[config.mk]
export PLATFORM = sky130hd
export DESIGN_NAME = clock_display_mux
export DESIGN_NICKNAME = d
export VERILOG_FILES = /design/src/rtl/clock_disp_pkg.sv /design/src/rtl/clock_display_mux_bcd_to_7seg.sv /design/src/rtl/clock_display_mux.sv
export SDC_FILE = /design/constraint.sdc
export NUM_CORES = 1
export LEC_CHECK = 0
export ABC_AREA = 0
export BUFFER_PORTS_ARGS = -buffer_cell sky130_fd_sc_hd__buf_2
export CAP_MARGIN = 40
export CORE_MARGIN = 2
export CORE_UTILIZATION = 35
export DETAILED_ROUTE_END_ITERATION = 6
export GPL_ROUTABILITY_DRIVEN = 0
export SLEW_MARGIN = 20
export SYNTH_ARGS = -nofsm -noshare
export SYNTH_HDL_FRONTEND = slang
export SYNTH_HIERARCHICAL = 1
export SYNTH_SLANG_ARGS = --single-unit
[constraint.sdc]
create_clock -name clock -period 5.7 [get_ports clock]
set_input_delay 0.285 -clock clock [delete_from_list [all_inputs] [get_ports clock]]
set_output_delay 0.285 -clock clock [all_outputs]
set_load 0.05 [all_outputs]
[src/rtl/clock_disp_pkg.sv]
// -----------------------------------------------------------------------------
// clock_disp_pkg
// Shared constants and helpers for the alarm-clock 7-segment display path.
//   - SEG_0..SEG_9, SEG_BLANK : active-high segment patterns {g,f,e,d,c,b,a}
//   - IDX_S0..IDX_H1          : scan slot index of each digit (slot 0 = S_dig0)
//   - DP_MASK                 : slots whose decimal point is lit (HH.MM.SS)
//   - digits_t                : snapshot of the six time digits
// -----------------------------------------------------------------------------
package clock_disp_pkg;

   localparam logic [6:0] SEG_0     = 7'h3F;
   localparam logic [6:0] SEG_1     = 7'h06;
   localparam logic [6:0] SEG_2     = 7'h5B;
   localparam logic [6:0] SEG_3     = 7'h4F;
   localparam logic [6:0] SEG_4     = 7'h66;
   localparam logic [6:0] SEG_5     = 7'h6D;
   localparam logic [6:0] SEG_6     = 7'h7D;
   localparam logic [6:0] SEG_7     = 7'h07;
   localparam logic [6:0] SEG_8     = 7'h7F;
   localparam logic [6:0] SEG_9     = 7'h6F;
   localparam logic [6:0] SEG_BLANK = 7'h00;

   localparam logic [2:0] IDX_S0 = 3'd0;
   localparam logic [2:0] IDX_S1 = 3'd1;
   localparam logic [2:0] IDX_M0 = 3'd2;
   localparam logic [2:0] IDX_M1 = 3'd3;
   localparam logic [2:0] IDX_H0 = 3'd4;
   localparam logic [2:0] IDX_H1 = 3'd5;

   // Decimal point sits after the hour units and the minute units digit.
   localparam logic [5:0] DP_MASK = 6'b010100;
   localparam logic [5:0] AN_NONE = 6'b000000;

   typedef struct packed {
      logic [1:0] h1;
      logic [3:0] h0;
      logic [3:0] m1;
      logic [3:0] m0;
      logic [3:0] s1;
      logic [3:0] s0;
   } digits_t;

   localparam digits_t DIGITS_ZERO = '{h1: 2'd0, h0: 4'd0, m1: 4'd0,
                                       m0: 4'd0, s1: 4'd0, s0: 4'd0};

   // One-hot digit enable for a scan slot; unused codes 6/7 select nothing.
   function automatic logic [5:0] idx_onehot(input logic [2:0] idx);
      logic [5:0] v;
      case (idx)
         IDX_S0:  v = 6'b000001;
         IDX_S1:  v = 6'b000010;
         IDX_M0:  v = 6'b000100;
         IDX_M1:  v = 6'b001000;
         IDX_H0:  v = 6'b010000;
         IDX_H1:  v = 6'b100000;
         default: v = AN_NONE;
      endcase
      return v;
   endfunction

   // Decimal point state for a scan slot, taken from DP_MASK without indexing.
   function automatic logic dp_lit(input logic [2:0] idx);
      return |(DP_MASK & idx_onehot(idx));
   endfunction

endpackage

[src/rtl/clock_display_mux_bcd_to_7seg.sv]
// -----------------------------------------------------------------------------
// bcd_to_7seg
// Combinational BCD to 7-segment decoder, active-high pattern {g,f,e,d,c,b,a}.
// Codes 10..15 decode to a blank digit; no error is flagged.
// Ports:
//   i_bcd  in  4  BCD digit
//   o_seg  out 7  segment pattern, 1 = segment lit
// -----------------------------------------------------------------------------
module bcd_to_7seg
   import clock_disp_pkg::*;
(
   input  logic [3:0] i_bcd,
   output logic [6:0] o_seg
);

   // Digit decode table.
   always_comb begin
      o_seg = SEG_BLANK;
      case (i_bcd)
         4'd0:    o_seg = SEG_0;
         4'd1:    o_seg = SEG_1;
         4'd2:    o_seg = SEG_2;
         4'd3:    o_seg = SEG_3;
         4'd4:    o_seg = SEG_4;
         4'd5:    o_seg = SEG_5;
         4'd6:    o_seg = SEG_6;
         4'd7:    o_seg = SEG_7;
         4'd8:    o_seg = SEG_8;
         4'd9:    o_seg = SEG_9;
         default: o_seg = SEG_BLANK;
      endcase
   end

endmodule

[src/rtl/clock_display_mux.sv]
// -----------------------------------------------------------------------------
// clock_display_mux
// Drives a 6-digit multiplexed 7-segment display from the alarm clock's BCD
// time digits. The six digits are snapshotted once per frame so a frame never
// mixes old and new time, each slot starts with one blanked clock to stop
// ghosting, and the whole display flashes while Alarm is high.
// Parameters:
//   SCAN_DIV     clocks per digit slot (>=2)
//   BLINK_FRAMES frames per blink half-period while Alarm=1 (>=1)
//   ACTIVE_LOW   1: seg/dp/an driven active-low, 0: active-high
//   LZ_SUPPRESS  1: blank the hour tens digit when it is 0
// Ports:
//   clock        in   1  system clock, rising edge
//   reset        in   1  asynchronous reset, active low
//   H_dig1       in   2  hour tens digit
//   H_dig0       in   4  hour units digit
//   M_dig1       in   4  minute tens digit
//   M_dig0       in   4  minute units digit
//   S_dig1       in   4  second tens digit
//   S_dig0       in   4  second units digit
//   Alarm        in   1  alarm ringing, level sensitive
//   seg          out  7  segments {g,f,e,d,c,b,a}
//   dp           out  1  decimal point
//   an           out  6  digit enables, bit0 = S_dig0 .. bit5 = H_dig1
//   frame_done   out  1  one-clock pulse when a new snapshot is taken
// -----------------------------------------------------------------------------
module clock_display_mux
   import clock_disp_pkg::*;
#(
   parameter int SCAN_DIV     = 4,
   parameter int BLINK_FRAMES = 4,
   parameter bit ACTIVE_LOW   = 1'b1,
   parameter bit LZ_SUPPRESS  = 1'b1
)(
   input  logic       clock,
   input  logic       reset,
   input  logic [1:0] H_dig1,
   input  logic [3:0] H_dig0,
   input  logic [3:0] M_dig1,
   input  logic [3:0] M_dig0,
   input  logic [3:0] S_dig1,
   input  logic [3:0] S_dig0,
   input  logic       Alarm,
   output logic [6:0] seg,
   output logic       dp,
   output logic [5:0] an,
   output logic       frame_done
);

   localparam int CNT_W = $clog2(SCAN_DIV);
   localparam int BF_W  = (BLINK_FRAMES > 1) ? $clog2(BLINK_FRAMES) : 1;

   localparam logic [CNT_W-1:0] CNT_MAX  = CNT_W'(SCAN_DIV - 1);
   localparam logic [CNT_W-1:0] CNT_ZERO = {CNT_W{1'b0}};
   localparam logic [CNT_W-1:0] CNT_ONE  = CNT_W'(1);
   localparam logic [BF_W-1:0]  BF_MAX   = BF_W'(BLINK_FRAMES - 1);
   localparam logic [BF_W-1:0]  BF_ZERO  = {BF_W{1'b0}};
   localparam logic [BF_W-1:0]  BF_ONE   = BF_W'(1);

   // State registers
   logic [CNT_W-1:0] r_cnt;
   logic [2:0]       r_idx;
   digits_t          r_shadow;
   logic             r_blink_on;
   logic [BF_W-1:0]  r_bframe;

   // Output registers
   logic [6:0]       r_seg;
   logic             r_dp;
   logic [5:0]       r_an;
   logic             r_frame_done;

   // Next-state and output-pattern wires
   logic             w_tick;
   logic             w_frame_end;
   logic [CNT_W-1:0] w_cnt_nxt;
   logic [2:0]       w_idx_nxt;
   digits_t          w_inputs;
   digits_t          w_shadow_nxt;
   logic             w_blink_nxt;
   logic [BF_W-1:0]  w_bframe_nxt;
   logic [3:0]       w_dig_sel;
   logic [6:0]       w_dec;
   logic [6:0]       w_seg_pat;
   logic [5:0]       w_an_pat;
   logic             w_dp_pat;

   assign w_inputs = '{h1: H_dig1, h0: H_dig0, m1: M_dig1,
                       m0: M_dig0, s1: S_dig1, s0: S_dig0};

   // Prescaler, scan index and frame snapshot next-state.
   always_comb begin
      w_tick       = (r_cnt == CNT_MAX);
      w_frame_end  = w_tick && (r_idx == IDX_H1);
      w_cnt_nxt    = r_cnt;
      w_idx_nxt    = r_idx;
      w_shadow_nxt = r_shadow;
      if (w_tick) begin
         w_cnt_nxt = CNT_ZERO;
         if (r_idx == IDX_H1) begin
            w_idx_nxt = IDX_S0;
         end else begin
            w_idx_nxt = r_idx + 3'd1;
         end
      end else begin
         w_cnt_nxt = r_cnt + CNT_ONE;
         w_idx_nxt = r_idx;
      end
      // Snapshot coincides with the wrap to slot 0, so slot 0 already shows it.
      if (w_frame_end) begin
         w_shadow_nxt = w_inputs;
      end else begin
         w_shadow_nxt = r_shadow;
      end
   end

   // Blink half-period counter; dropping Alarm restores a visible display at once.
   always_comb begin
      w_blink_nxt  = r_blink_on;
      w_bframe_nxt = r_bframe;
      if (!Alarm) begin
         w_blink_nxt  = 1'b1;
         w_bframe_nxt = BF_ZERO;
      end else if (w_frame_end) begin
         if (r_bframe == BF_MAX) begin
            w_bframe_nxt = BF_ZERO;
            w_blink_nxt  = ~r_blink_on;
         end else begin
            w_bframe_nxt = r_bframe + BF_ONE;
            w_blink_nxt  = r_blink_on;
         end
      end else begin
         w_blink_nxt  = r_blink_on;
         w_bframe_nxt = r_bframe;
      end
   end

   // Digit selected for the slot about to be shown.
   always_comb begin
      w_dig_sel = 4'hF;
      case (w_idx_nxt)
         IDX_S0:  w_dig_sel = w_shadow_nxt.s0;
         IDX_S1:  w_dig_sel = w_shadow_nxt.s1;
         IDX_M0:  w_dig_sel = w_shadow_nxt.m0;
         IDX_M1:  w_dig_sel = w_shadow_nxt.m1;
         IDX_H0:  w_dig_sel = w_shadow_nxt.h0;
         IDX_H1:  w_dig_sel = {2'b00, w_shadow_nxt.h1};
         default: w_dig_sel = 4'hF;
      endcase
   end

   bcd_to_7seg u_dec (
      .i_bcd (w_dig_sel),
      .o_seg (w_dec)
   );

   // Active-high output patterns: leading-zero blank, anti-ghost slot start, blink.
   always_comb begin
      w_seg_pat = w_dec;
      w_an_pat  = AN_NONE;
      w_dp_pat  = dp_lit(w_idx_nxt);
      if (LZ_SUPPRESS && (w_idx_nxt == IDX_H1) && (w_shadow_nxt.h1 == 2'd0)) begin
         w_seg_pat = SEG_BLANK;
      end else begin
         w_seg_pat = w_dec;
      end
      if ((w_cnt_nxt != CNT_ZERO) && w_blink_nxt) begin
         w_an_pat = idx_onehot(w_idx_nxt);
      end else begin
         w_an_pat = AN_NONE;
      end
   end

   // Prescaler, scan index, snapshot and blink state.
   always_ff @(posedge clock or negedge reset) begin
      if (!reset) begin
         r_cnt      <= CNT_ZERO;
         r_idx      <= IDX_S0;
         r_shadow   <= DIGITS_ZERO;
         r_blink_on <= 1'b1;
         r_bframe   <= BF_ZERO;
      end else begin
         r_cnt      <= w_cnt_nxt;
         r_idx      <= w_idx_nxt;
         r_shadow   <= w_shadow_nxt;
         r_blink_on <= w_blink_nxt;
         r_bframe   <= w_bframe_nxt;
      end
   end

   // Output register; pin polarity is applied only here.
   always_ff @(posedge clock or negedge reset) begin
      if (!reset) begin
         r_seg        <= {7{ACTIVE_LOW}};
         r_dp         <= ACTIVE_LOW;
         r_an         <= {6{ACTIVE_LOW}};
         r_frame_done <= 1'b0;
      end else begin
         r_seg        <= w_seg_pat ^ {7{ACTIVE_LOW}};
         r_dp         <= w_dp_pat ^ ACTIVE_LOW;
         r_an         <= w_an_pat ^ {6{ACTIVE_LOW}};
         r_frame_done <= w_frame_end;
      end
   end

   assign seg        = r_seg;
   assign dp         = r_dp;
   assign an         = r_an;
   assign frame_done = r_frame_done;

endmodule

==> out/results.ini <==
[cts]
clk_pin_slew_ps=90
cts_num_sinks=45
h-tree-depth=2
ctsResizeCount=0
cts_tree=done
cts_buffers=5
postCtsSetupRepairBufs=0
insertion_delay_ps=300
cts_root_buf=clkbuf_8
holdBufCountCts=1
cts_buffer_depth=2

[logic_synthesis]
synthArstFlopShare_pct=100
synthTopCellsByArea=dfrtp_1, dfstp_2, mux2_2
yosysUniqueCellTypes=47
synth_top_cell_area_share_pct=32.9
post-synth-top-count-cell=dfrtp_1
synth_edf_count=0
syn_area_per_cell_sq_um=12.0
ys_seq_area_share_pct=50.2
syn_area_sq_um=2280
syn_inst=190
synth.largest_area_cell=dfrtp_1
yosys-top-cells-count=dfrtp_1, mux2_2, dfstp_2, nand2_1, ha_1
synth_warnings=6
syn_nets=224
synth_flop_cell=dfrtp_1
ys_ff_latch=45

[placed_design]
postPlaceCellArea_sq_um=2530
portBuffers=39
dp_hpwl_microns=3390

[sta]
max_freq_mhz=375
setup_viol=0
relSlewSlack_pct=54.2
period_minus_slack_ps=2670
fin_setup_tns_ps=0
rsz0062_at_grt=false
hold_viol_final=0
tightest_slew_ps=682
clock_skew_ps=10.9
finalCritPeriodShare_pct=46.8
drv_slew=0

[power_and_ir_drop]
intPower_uw=494
vdd_drop_max_v=0.000120
pwr-share-seq_pct=52.5
p_sw_share_pct=24.1
p_comb_share_pct=10.4
leakage_uw=0.00117
p_clk_share_pct=37.1
power_density_nw_per_um2=245
switchingPower_uw=157

[routing]
drt_iter0_markers=105
vias=1540
wl_per_cell_microns=14.8
ant_nets=0
drc=0
vias_per_cell=5.03
finalWirelength_microns=4520
drt_first_pass_iters=4

[cells_and_area]
area_growth_pct=16.5
drive_above_1_share_pct=43.2
stdcell_area_sq_um=2650
fin_nets=262
num-fill-cells=636
num_antenna_cells=0

[worst_hold_path]
hold_path_class=input pin to flip-flop

[setup_path]
slowest_stage=nor3_1
regToRegEndpoint=seg[3]
timing.critical_path.to=seg[3]
crit_chain=ha_1 > nor3_1 > a32oi_1 > nand4_1 > inv_1 > ha_1 > inv_1 > o21ai_0 > nand2_1
cp_max_fo=13
worst_setup_path_end_kind=flip-flop
r2r-start=r_cnt[0]
start_kind=flip-flop
crit_type=flip-flop to flip-flop
crit_start=r_cnt[0]
reg2reg_depth=9
crit_arrival_ps=2890
reg2reg_slack_ps=3030
cp.required_ps=5930
max_stage_delay_ps=580

[floorplan]
dieArea_sq_um=7170
die_w_microns=84.7
core_sq_um=6310
start_util_pct=36.1
rows=29
die_y_microns=84.7
pin_count=40

[job]
maxCapViolCount=0

[global_routing]
grt_max_degree=28
grt_pass1_wl_microns=7800
globalRouteOverflowTotal=0
grt_pass1_vias=1626
grt_antenna_before_repair=0
track_usage_pct=13.7

[outcome]
outcome=finished clean

==> layout make-up <==
cell class                 count  area (sq um)  share of cell area (%)
multi-input combinational    126          1040                    39.1
inverter                       8          30.0                    1.13
clock buffer                   6          72.6                    2.73
sequential                    45          1140                    43.1
tap                           77          96.3                    3.63
clock inverter                 2          38.8                    1.46
timing repair buffer          42           233                    8.77
==> worst max-delay path: cells and delay by family, from the launching register on <==
kind / cells / cell delay (ps)
buffers and inverters: 2 / 190
adder cells (fa/ha/maj): 2 / 680
AND/OR/NAND/NOR: 3 / 960
flip-flops: 1 / 410
AO/OA/AOI/OAI: 2 / 350
==> worst min path at each step <==
stage / startpoint / endpoint / slack (ps) / cells after the start
5_1_grt: H_dig1[0] / r_shadow[20] / 200 / 2
2_1_floorplan: reset / frame_done / -10 / 0
4_1_cts: H_dig0[1] / r_shadow[17] / 200 / 2
3_5_place_dp: reset / r_cnt[1] / 280 / 1
6_report: H_dig0[3] / r_shadow[19] / 210 / 2
3_3_place_gp: r_cnt[0] / r_cnt[0] / 440 / 1
==> cells in the final DEF (no fill, tap or decap), types with 3 or more instances in the layout <==
| master | netlist | final |
|---|---|---|
| ha_1 | 9 | 9 |
| nor2b_1 | 5 | 5 |
| a22oi_1 | 3 | 3 |
| and2_1 | 3 | 3 |
| a32oi_1 | 3 | 3 |
| o21ai_0 | 6 | 6 |
| inv_1 | 8 | 8 |
| dfstp_2 | 15 | 15 |
| mux2_2 | 28 | 28 |
| mux2i_1 | 5 | 5 |
| buf_2 | 1 | 39 |
| dfrtp_1 | 30 | 30 |
| clkbuf_8 | 0 | 5 |
| nand2_1 | 11 | 11 |
| a21oi_1 | 5 | 5 |
| nor2_1 | 6 | 6 |
| nor3_1 | 3 | 3 |
==> power groups by stage <==
stage          logic (uW)  clock network, uW  registers (uW)
2_1_floorplan        26.0                  0             363
3_3_place_gp         65.0                  0             348
3_5_place_dp         67.8                  0             348
4_1_cts              68.6                253             342
5_1_grt              74.9                265             344
6_report             67.5                241             342
==> state kept, by name, summed over array words and instances (netlist names) <==
signal,flops
r_shadow,22
frame_done,1
r_blink_on,1
dp,1
seg,7
r_cnt,2
r_idx,3
r_bframe,2
an,6
==> logic make-up after synthesis <==
group                    count (synthesis)  share of synthesized area, %
AND/OR/NAND/NOR                         46                          11.8
XOR/XNOR                                 3                          1.15
multiplexers                            34                          16.7
adder cells (fa/ha/maj)                  9                          4.94
AO/OA/AOI/OAI                           34                          11.0
buffers and inverters                   19                          4.17
flip-flops                              45                          50.2
==> through the flow <==
step	hold slack, ps	power [uW]	utilization, %	std cells	setup slack, ps
floorplan	-10.6	389	-	190	3290
global placement	441	413	39.8	296	3070
detailed placement	276	416	40.1	297	3040
CTS	195	663	42.0	306	3040
global route	204	684	42.0	306	2790
finish	210	651	42.0	306	3030
==> metal layers <==
metal	track usage, %	up-vias	routed length (microns)
li1	-	754	-
met1	17.8	745	2040
met2	22.3	37	2270
met3	3.24	4	170
met4	5.19	0	46
met5	0	-	0
No activity file was read; power rests on OpenSTA's default activity.
